===== src/rtl/ebus_seq.sv =====
// ebus_seq: strobe sequencer/arbiter for the shared W5300/SL811 buffered bus.
// Rev 1.0 - initial release.
`default_nettype none

module ebus_seq #(
  parameter int T_SETUP = 1,
  parameter int T_PULSE = 3,
  parameter int T_HOLD  = 1,
  parameter int T_RECOV = 2
) (
  input  logic       clk,
  input  logic       rst_n,
  input  logic       req,
  input  logic       req_rnw,
  input  logic       req_tgt,
  input  logic [9:0] req_addr,
  input  logic [7:0] req_wdata,
  input  logic       clr_ovr,
  output logic       busy,
  output logic       done,
  output logic [7:0] rdata,
  output logic       ovr,
  output logic       w5300_cs_n,
  output logic       sl811_cs_n,
  output logic [9:0] w5300_addr,
  output logic       sl811_a0,
  output logic       brd_n,
  output logic       bwr_n,
  output logic [7:0] bd_out,
  output logic       bd_oe,
  input  logic [7:0] bd_in
);

  typedef enum logic [2:0] {
    IDLE   = 3'd0,
    SETUP  = 3'd1,
    STROBE = 3'd2,
    HOLD   = 3'd3,
    RECOV  = 3'd4
  } state_t;

  localparam logic [3:0] LD_SETUP = 4'(T_SETUP - 1);
  localparam logic [3:0] LD_PULSE = 4'(T_PULSE - 1);
  localparam logic [3:0] LD_HOLD  = 4'((T_HOLD > 0) ? (T_HOLD - 1) : 0);
  localparam logic [3:0] LD_RECOV = 4'(T_RECOV - 1);
  localparam logic       HAS_HOLD = (T_HOLD != 0);

  state_t     state, state_nx;
  logic [3:0] cnt, cnt_nx;

  logic       act_rnw, act_tgt;
  logic [9:0] act_addr;
  logic [7:0] act_wdata;

  logic       pq_valid, pq_rnw, pq_tgt;
  logic [9:0] pq_addr;
  logic [7:0] pq_wdata;

  logic       direct, pop, push, drop;

  always_ff @(posedge clk or negedge rst_n) begin
    if (!rst_n) begin
      state <= IDLE;
      cnt   <= 4'd0;
    end else begin
      state <= state_nx;
      cnt   <= cnt_nx;
    end
  end

  always_comb begin
    state_nx   = state;
    cnt_nx     = cnt;
    direct     = 1'b0;
    pop        = 1'b0;
    w5300_cs_n = 1'b1;
    sl811_cs_n = 1'b1;
    brd_n      = 1'b1;
    bwr_n      = 1'b1;
    bd_oe      = 1'b0;
    done       = 1'b0;

    case (state)
      IDLE: begin
        if (pq_valid) begin
          pop      = 1'b1;
          state_nx = SETUP;
          cnt_nx   = LD_SETUP;
        end else if (req) begin
          direct   = 1'b1;
          state_nx = SETUP;
          cnt_nx   = LD_SETUP;
        end
      end
      SETUP: begin
        if (cnt == 4'd0) begin
          state_nx = STROBE;
          cnt_nx   = LD_PULSE;
        end else begin
          cnt_nx = cnt - 4'd1;
        end
      end
      STROBE: begin
        if (cnt == 4'd0) begin
          state_nx = HAS_HOLD ? HOLD : RECOV;
          cnt_nx   = HAS_HOLD ? LD_HOLD : LD_RECOV;
        end else begin
          cnt_nx = cnt - 4'd1;
        end
      end
      HOLD: begin
        if (cnt == 4'd0) begin
          state_nx = RECOV;
          cnt_nx   = LD_RECOV;
        end else begin
          cnt_nx = cnt - 4'd1;
        end
      end
      RECOV: begin
        if (cnt == 4'd0) begin
          // Chain straight into the queued access without an IDLE cycle.
          if (pq_valid) begin
            pop      = 1'b1;
            state_nx = SETUP;
            cnt_nx   = LD_SETUP;
          end else begin
            state_nx = IDLE;
          end
        end else begin
          cnt_nx = cnt - 4'd1;
        end
      end
      default: begin
        state_nx = IDLE;
        cnt_nx   = 4'd0;
      end
    endcase

    if (state == SETUP || state == STROBE || state == HOLD) begin
      if (act_tgt) sl811_cs_n = 1'b0;
      else         w5300_cs_n = 1'b0;
      bd_oe = ~act_rnw;
    end
    if (state == STROBE) begin
      if (act_rnw) brd_n = 1'b0;
      else         bwr_n = 1'b0;
    end
    if (state == RECOV && cnt == LD_RECOV) done = 1'b1;
  end

  // A request arriving on the edge that empties the queue takes the freed slot.
  assign push = req && !direct && (!pq_valid || pop);
  assign drop = req && !direct && pq_valid && !pop;

  always_ff @(posedge clk or negedge rst_n) begin
    if (!rst_n) begin
      act_rnw   <= 1'b0;
      act_tgt   <= 1'b0;
      act_addr  <= 10'd0;
      act_wdata <= 8'd0;
      pq_valid  <= 1'b0;
      pq_rnw    <= 1'b0;
      pq_tgt    <= 1'b0;
      pq_addr   <= 10'd0;
      pq_wdata  <= 8'd0;
      rdata     <= 8'd0;
      ovr       <= 1'b0;
    end else begin
      if (direct) begin
        act_rnw   <= req_rnw;
        act_tgt   <= req_tgt;
        act_addr  <= req_addr;
        act_wdata <= req_wdata;
      end else if (pop) begin
        act_rnw   <= pq_rnw;
        act_tgt   <= pq_tgt;
        act_addr  <= pq_addr;
        act_wdata <= pq_wdata;
      end

      if (push) begin
        pq_valid <= 1'b1;
        pq_rnw   <= req_rnw;
        pq_tgt   <= req_tgt;
        pq_addr  <= req_addr;
        pq_wdata <= req_wdata;
      end else if (pop) begin
        pq_valid <= 1'b0;
      end

      if (state == STROBE && cnt == 4'd0 && act_rnw) rdata <= bd_in;

      if (drop)         ovr <= 1'b1;
      else if (clr_ovr) ovr <= 1'b0;
    end
  end

  assign busy       = (state != IDLE) || pq_valid;
  assign w5300_addr = act_addr;
  assign sl811_a0   = act_addr[0];
  assign bd_out     = act_wdata;

endmodule

`default_nettype wire


===== config.mk =====
export PLATFORM = sky130hd
export DESIGN_NAME = ebus_seq
export DESIGN_NICKNAME = d
export VERILOG_FILES = /design/src/rtl/ebus_seq.sv
export SDC_FILE = /design/constraint.sdc
export NUM_CORES = 1
export LEC_CHECK = 0
export CAP_MARGIN = 10
export CORE_MARGIN = 1
export CORE_UTILIZATION = 29
export CTS_CLUSTER_DIAMETER = 60
export DETAILED_ROUTE_END_ITERATION = 10
export PLACE_DENSITY = 0.54
export SLEW_MARGIN = 20
export SYNTH_ARGS = -nofsm -noshare
export SYNTH_HDL_FRONTEND = slang
export SYNTH_SLANG_ARGS = --single-unit

===== constraint.sdc =====
create_clock -name clk -period 2.9 [get_ports clk]
set_clock_uncertainty 0.05 [all_clocks]
set_input_delay 0.58 -clock clk [delete_from_list [all_inputs] [get_ports clk]]
set_output_delay 0.58 -clock clk [all_outputs]
set_load 0.02 [all_outputs]

==> results.cfg <==
[run_status]
status = completed

[finish]
drive_gt1_share_pct = 35.2
multi_input_area_mm2 = 0.00119
final_nets = 297
mostFrequentLayoutCells = clkdlybuf4s50_1, dfrtp_1, mux2_2
fill_cells = 840
diodes = 0
seqCellArea_mm2 = 0.00143
final_common_cell = clkdlybuf4s50_1
final_area_mm2 = 0.00365
synthToLayoutAreaGrowth_pct = 34.3

[synth]
ys_warn_count = 0
netlist_area_mm2 = 0.00272
syn_avg_cell_area_um2 = 13.9
yosysSeqAreaShare_pct = 52.5
ys_ff_latch = 57
synth.net_count = 228
syn_inst = 196
synth_cell_type_count = 35

[drt]
top_layer = met4
routed_wirelength_um = 5570
drt.antenna.violating_nets = 0
drt_iter0_markers = 61
route.detailed.drc = 0
vias = 1786
wl_met3_um = 328
wl_met2_um = 2490
drt-pass1-iter-count = 4
drt-wirelength-per-cell_um = 14.7
met1_length_um = 2690
via_per_inst = 4.72

[grt]
grt_pass1_vias = 1813
overflow = 0
grt_max_degree = 32
grt.total_usage_pct = 12.3
grt_pass1_wl_um = 9270
antenna_found_initial = 0

[clock_network]
clockBufferDepth = 2
clock_sinks = 57
cts_tree = done
cts_max_level = 3
postCtsHoldBufs = 0
cts_setup_buffers = 0
clk_pin_slew_ns = 0.07
postCtsResizedCells = 0
clk_latency_ns = 0.33
cts-root-buf = clkbuf_8
cts_made_buffers = 9

[power_and_ir_drop]
peakVddDrop_mv = 0.382
p_sw_share_pct = 35.2
power.leakage_nw = 1.56
power.internal_mw = 2.86
power_switching_mw = 1.55
p_clk_share_pct = 15.0
pwr-share-seq_pct = 33.5
powerDensity_mw_per_mm2 = 1210
combPwrFrac_pct = 51.5

[timing]
setup_viol = 0
period_needed_ns = 2.60
period_share_pct = 89.7
worst_pin_slew_ns = 1.05
hold_viol_final = 0
slew_violations = 0
setup-tns-final_ns = 0
rsz0062_at_grt = false
fmax_ghz = 0.384
max-slew-margin-rel_pct = 29.7

[min_path]
hold_path_class = in -> async

[die]
num_rows = 34
start_util_pct = 30.6
io-pin-count = 67
die-area_mm2 = 0.00977
core_mm2 = 0.00889
fp.dieW_um = 98.8
die_y_um = 98.8

[critical_path]
required_ns = 2.27
cp_max_fo = 11
critPathCaptureType = primary output
worst-r2r-setup-slack_ns = 0.62
worstPathArrival_ns = 1.97
start_kind = register
reg2reg_depth = 4
path_class = reg -> out

[place]
hpwl_um = 3610
io_buffer_count = 66
place.gp.congestion = 0.813
placed_area_mm2 = 0.00347

[flow_run]
maxCapViolations = 0
cell type report:
class,count,share of cell area (%)
clock buffer,13,4.35
multi-input combinational,122,32.7
sequential,57,39.1
timing repair buffer,70,19.2
inverter,5,0.514
tap,108,3.70
clock inverter,3,0.411
state kept, by name, summed over array words and instances (netlist names):
signal      count
pq_valid        1
ovr             1
rdata           8
act_rnw         1
cnt             4
bd_out          8
pq_addr        10
pq_rnw          1
w5300_addr     10
state           3
act_tgt         1
pq_tgt          1
pq_wdata        8
path summary, 6_finish.rpt:
kind | startpoint | endpoint
worst min-delay path | rst_n | cnt[1]$_DFFE_PN0P_
worst min register to register | w5300_addr[2]$_DFFE_PN0P_ | w5300_addr[2]$_DFFE_PN0P_
max in group asynchronous | rst_n | w5300_addr[9]$_DFFE_PN0P_
worst max-delay path | state[2]$_DFFE_PN0P_ | busy
min in group clk | w5300_addr[2]$_DFFE_PN0P_ | w5300_addr[2]$_DFFE_PN0P_
worst max register to register | cnt[0]$_DFFE_PN0P_ | pq_addr[4]$_DFFE_PN0P_
cell usage after synthesis (all sizes together):
cell type	n	share of area, %
a211oi	1	0.28
a21boi	1	0.28
a21oi	5	1.3
a221o	1	0.37
buf	8	2.5
clkbuf	4	0.55
dfrtp	57	52
inv	5	0.69
maj3	1	0.37
mux2	68	31
mux2i	1	0.37
nand2	10	1.4
nand2b	1	0.23
nand3	3	0.55
nor2	6	0.83
nor3	2	0.37
nor3b	1	0.28
nor4	3	0.92
o2111ai	1	0.32
o211ai	2	1.1
o21ai	3	0.55
o21bai	2	0.55
o22ai	1	0.23
o2bb2ai	2	0.64
or2	2	0.46
or3	2	0.46
or4	1	0.41
xnor2	1	0.32
xor2	1	0.32
power by group through the flow:
stage	clock network, mW	registers (mW)	logic (mW)
after floorplan	0	1.63	1.41
after global placement	0	1.48	2.28
after detailed placement	0	1.48	2.30
after CTS	0.704	1.48	2.31
after global routing	0.738	1.54	2.44
final	0.663	1.48	2.27
through the flow:
step / power, mW / cells / setup slack [ns] / hold WS, ns / util (%)
6_report: 4.41 / 378 / 0.299 / 0.227 / 41.1
4_1_cts: 4.49 / 378 / 0.0550 / 0.241 / 41.0
3_5_place_dp: 3.78 / 362 / 0.443 / 0.437 / 39.1
5_1_grt: 4.72 / 378 / 0.185 / 0.270 / 41.1
3_3_place_gp: 3.76 / 362 / 0.472 / 0.436 / 39.1
2_1_floorplan: 3.03 / 196 / 0.709 / 0.234 / -
per-layer routing:
layer	track usage [%]	up-vias
met5	0	-
met4	3.79	0
met3	4.89	13
met2	18.2	67
met1	16.6	871
li1	-	835
critical path: stages, from the launching register on:
cell and delay [ns]:
dfrtp_2 0.50, nor4_1 0.38, inv_1 0.19, clkdlybuf4s50_1 0.57
logic make-up (layout without fill, tap and decap cells):
| family | after synthesis | in the layout | share of synthesized area, % |
|---|---|---|---|
| AO/OA/AOI/OAI | 19 | 19 | 5.61 |
| AND/OR/NAND/NOR | 31 | 31 | 5.89 |
| buffers and inverters | 17 | 91 | 3.73 |
| flip-flops | 57 | 57 | 52.5 |
| XOR/XNOR | 2 | 2 | 0.644 |
| multiplexers | 69 | 69 | 31.3 |
| adder cells (fa/ha/maj) | 1 | 1 | 0.368 |
No activity file was read; power rests on OpenSTA's default activity.
==> variant 1: new RTL, same settings <==
The 5 states of `state_t` get a one-hot encoding in 5 bits.
--- a/src/rtl/ebus_seq.sv
+++ b/src/rtl/ebus_seq.sv
@@ -32,10 +32,10 @@
 );
 
-  typedef enum logic [2:0] {
-    IDLE   = 3'd0,
-    SETUP  = 3'd1,
-    STROBE = 3'd2,
-    HOLD   = 3'd3,
-    RECOV  = 3'd4
+  typedef enum logic [4:0] {
+    IDLE   = 5'b00001,
+    SETUP  = 5'b00010,
+    STROBE = 5'b00100,
+    HOLD   = 5'b01000,
+    RECOV  = 5'b10000
   } state_t;
 
Formal check against the unedited RTL: same outputs for any inputs over 10 cycles, from zero or initial values and one cycle with rst_n low; not proved beyond that.
==> variant 1 against the original RTL <==
- cell count is 12% higher
- highest routed layer unchanged
- global-route usage hardly changed
- core utilization is 0.76 points lower
- area after synthesis is 6.4% higher
- setup slack worse by 130 ps
- non-clock buffer count is 5 higher
- clock power is 1% lower
- routed wire length is 5.4% higher
- largest cell class unchanged
- count of clock-buffer cells in the layout is 3 lower
- sequential cell count is 2 higher
- design area is 7.4% higher
- power hardly changed
==> variant 1: results (changes against the original RTL) <==
RUN_STATUS='finished clean'
NFILLCELLS=963  # +15%
WORST_R2R_ENDPOINT='w5300_addr[6]$_DFFE_PN0P_'
FINAL.HOLD.WORST_SLACK_PS=236  # +9.08 ps
FIN_CELLS=422  # +12%
POWER_DENSITY_nW_PER_UM2=1130  # -6.9%
CLOCK_POWER_uW=655  # -1%
GRT_FIRST_PASS_WIRELENGTH_MM=9.55  # +3.1%
TOP_CELLS_BY_AREA_SYNTH='dfrtp_1, mux2_2, mux2_4, o21ai_0, buf_4'
CRITPATHCAPTURE='bd_oe'
SYNTH_CELL_TYPES=42  # +20%
PERIOD_SHARE_PCT=94.3  # +4.6 points
GLOBAL_ROUTE.USAGE.MET3_PCT=3.21  # -1.7 points
SHARE_OF_LAYOUT_CELLS_ABOVE_DRIVE_STRENGTH_1_PCT=37.4  # +2.2 points
REG2REG_SLACK_PS=750  # +130 ps
GRT.TOTAL_USAGE_PCT=12.4  # about the same
DRT-VIAS-PER-INSTANCE=4.48  # -5.2%
SYNTH_COMMONEST_CELLS='dfrtp_1, mux2_2, mux2_4, o21ai_0'
SYN-MEAN-INSTANCE-AREA_UM2=13.7  # -1.6%
POST_DP_CELL_AREA_UM2=3750  # +7.9%
YOSYSSEQAREASHARE_PCT=51.1  # -1.4 points
FINAL_CORE_UTILIZATION_PCT=40.3  # -0.76 points
PLACEMENT.SETUP.WORST_SLACK_PS=393  # -50.3 ps
TOTALWIRELENGTH_MM=5.87  # +5.4%
CRITICAL_PATH.MAX_FANOUT=10  # -1
POSTSYNTHNETCOUNT=246  # +7.9%
REG2REG_DEPTH=8  # +4
FINAL_NET_COUNT=319  # +7.4%
POWER.LEAKAGE_nW=1.63  # +4.6%
FINAL_WEIGHTED_CONGESTION_OF_ROUTABILITY_DRIVEN_GLOBAL_PLACEMENT=0.708  # -13%
WORST_SLEW_PIN_TRAN_PS=701  # -348 ps
## variant 1: cell families after synthesis
group                      synth area share [%]
muxes                                      29.4
DFF                                        51.1
and+or+nand+nor                            9.43
AOI/OAI and AO/OA                          5.02
buffers and inverters                      3.89
adders and majority gates                 0.865
xor gates and xnor gates                  0.303
## variant 1: worst max-delay path, stage by stage (launching register included)
cell and delay, ps:
dfrtp_2 480, xor2_1 220, o21ai_0 120, nor3_2 180, nor2b_1 170, clkdlybuf4s50_1 610
## variant 1: cell type report
class | instances | share of cell area (%)
timing repair buffer | 75 | 19.4
tap | 133 | 4.24
clock buffer | 10 | 3.51
clock inverter | 5 | 0.766
sequential | 59 | 37.7
inverter | 5 | 0.479
multi-input combinational | 135 | 33.9
## variant 1: layer usage
layer | vias up | wire length (um) | part of all wire, %
met5 | - | 0 | 0
met1 | 921 | 2880 | 49
met4 | 0 | 93 | 1.6
li1 | 915 | - | -
met3 | 8 | 243 | 4.1
met2 | 46 | 2650 | 45
==> variant 2: new RTL, same settings <==
Made on the original files. Change the parameter `T_HOLD` from 1 to 0.
--- a/src/rtl/ebus_seq.sv
+++ b/src/rtl/ebus_seq.sv
@@ -6,5 +6,5 @@
   parameter int T_SETUP = 1,
   parameter int T_PULSE = 3,
-  parameter int T_HOLD  = 1,
+  parameter int T_HOLD  = 0,
   parameter int T_RECOV = 2
 ) (
Function: changed (Yosys sat finds a counterexample within 10 cycles, from zero or initial values and one cycle with rst_n low).
==> variant 2 against the original RTL <==
- the flow now finishes with violations (design-rule violations)
- core utilization up 0.35 points
- power up 3.1%
- setup slack worse by 93 ps
- global-route usage up 0.48 points
- area after synthesis down 1.0%
- critical path depth unchanged
- design area up 0.38%
- routed wire length down 1.7%
- maximum frequency down 3.5%
- clock power up 18%
- sequential cell count unchanged
==> variant 2: results (changes against the original RTL) <==
YOSYSSEQAREASHARE_PCT=53.0  # +0.54 points
ASYNC_FLOP_SHARE_PCT=100  # unchanged
CRITICAL-PATH-SLOWEST-CELL='clkdlybuf4s50_1'
VDD_DROP_MAX_mV=0.413  # +8.3%
FIRST_ITER_VIOLATIONS=57  # -6.6%
RUN_STATUS='complete, but fails checks'
TOTALWIRELENGTH_MM=5.47  # -1.7%
DRV_CAP=0  # unchanged
NUM_ANTENNA_CELLS=0  # unchanged
FIRSTDRTPASSITERS=9  # +5
FAILED_CHECKS='design-rule violations'
POSTSYNTHNETCOUNT=229  # +0.44%
TIMING.HOLD.WORST.CLASS='reg -> reg'
CRITPATHARRIVALTIME_PS=2060  # +90 ps
GRT_START_MAX_NET_PINS=55  # +72%
CTS_BUFFER_DEPTH=2  # unchanged
VIAS=1747  # -2.2%
PORTBUFFERS=66  # unchanged
SHARE_OF_LAYOUT_CELLS_ABOVE_DRIVE_STRENGTH_1_PCT=33.1  # -2.1 points
SYNTH_CELL_TYPES=35  # unchanged
GRT.TOTAL_USAGE_PCT=12.8  # +0.48 points
POWER.LEAKAGE_nW=1.57  # +0.73%
PLACEMENT.SETUP.WORST_SLACK_PS=386  # -57.1 ps
POST_ROUTE_DRC_VIOLATION_COUNT=1  # +1
CTSHTREEMAXLEVEL=3  # unchanged
WORST_PATH_LARGEST_CELL_DELAY_PS=660  # +90 ps
TOP_CELLS_BY_AREA_SYNTH='dfrtp_1, mux2_2, mux2_4, buf_6, nor2_1'
PATH_CLK_SLEW_PS=60
FINAL_NET_COUNT=302  # +1.7%
DPL.HPWL_MM=3.60  # -0.26%
GRT_FIRST_PASS_WIRELENGTH_MM=9.52  # +2.8%
ANTENNA_FOUND_INITIAL=0  # unchanged
SYNTH_COMMONEST_CELLS='dfrtp_1, mux2_2, mux2_4, nor2_1'
CRITICAL_PATH.MAX_FANOUT=8  # -3
SYNTH.YOSYS.WARNINGS=0  # unchanged
FINAL_WEIGHTED_CONGESTION_OF_ROUTABILITY_DRIVEN_GLOBAL_PLACEMENT=0.723  # -11%
FIRST_GLOBAL_VIAS=1905  # +5.1%
CLOCK_INSERTION_DELAY_WORST_SKEW_PS=330  # about the same
SLEW-LIMIT-HEADROOM_PCT=31.4  # +1.7 points
CRITICAL_PATH.TOP_DELAY_FAMILY='buffers and inverters'
POSTCTSSETUPREPAIRBUFS=0  # unchanged
SYNTH_TOP_AREA_CELL='dfrtp_1'
CLOCK-ROOT-BUFFER='clkbuf_8'
CTS_MADE_BUFFERS=9  # unchanged
NFILLCELLS=863  # +2.7%
[variant 2: cell types whose count changed after synthesis, sizes merged, moves of 2 or more]
cell	change
nor2	+6
nand2b	+3
a31oi	+2
nor4	-2
mux2	-3
nand2	-6
a21oi	+2
nand3	+3
a21bo	+2
o2bb2ai	-2
[variant 2: cells by family (layout without fill, tap and decap cells)]
group	count (synthesis)	in the layout	share of synthesized area [%]
muxes	66	66	30.4
buffers and inverters	15	93	3.86
xor gates and xnor gates	1	1	0.325
and+or+nand+nor	37	37	6.93
DFF	57	57	53.0
AOI/OAI and AO/OA	21	21	5.53
[variant 2: area by class of cell]
| type | count | area share, % |
|---|---|---|
| flip-flops and latches | 57 | 38.9 |
| multi-input cells | 125 | 31.9 |
| repair buffers | 73 | 19.4 |
| clock buffers | 14 | 4.71 |
| well taps | 108 | 3.69 |
| clock inverters | 2 | 0.956 |
| inverters | 4 | 0.410 |
[variant 2: where the power goes]
part	switching, mW	internal (mW)
sequential	0.257	1.20
clock	0.313	0.467
combinational	0.995	1.32
[variant 2: worst paths after layout]
check,from,to,slack [ps],cells after the start
worst max register to register,cnt[0]$_DFFE_PN0P_,pq_addr[3]$_DFFE_PN0P_,410,4
max in group asynchronous,rst_n,pq_addr[6]$_DFFE_PN0P_,1400,3
worst max-delay path,state[0]$_DFFE_PN0P_,done,210,3
worst min register to register,w5300_addr[5]$_DFFE_PN0P_,w5300_addr[5]$_DFFE_PN0P_,450,1
min in group asynchronous,rst_n,rdata[5]$_DFFE_PN0P_,520,2
worst min-delay path,w5300_addr[5]$_DFFE_PN0P_,w5300_addr[5]$_DFFE_PN0P_,450,1
[variant 2: per-layer routing]
metal | GRT usage (%) | up-vias | routed length, um
li1 | - | 853 | -
met5 | 0 | - | 0
met1 | 16.8 | 848 | 2620
met3 | 5.08 | 5 | 246
met2 | 19.4 | 41 | 2550
met4 | 4.13 | 0 | 63
[variant 2: stage by stage]
step / std cells / utilization, % / hold WS [ps] / total power, mW / area (um^2)
floorplan: 197 / - / 234 / 3.07 / 2690
CTS: 383 / 41.4 / 452 / 4.62 / 3660
detailed placement: 366 / 39.0 / 339 / 3.82 / 3450
global route: 383 / 41.4 / 473 / 4.88 / 3660
global placement: 366 / 39.0 / 336 / 3.79 / 3450
finish: 383 / 41.4 / 445 / 4.55 / 3660
[variant 2: repair_timing]
action,4_1_cts,5_1_grt
gates resized for setup,0,0
setup endpoints to repair,0,0
endpoints found under the hold margin,3,0
hold buffers,1,0
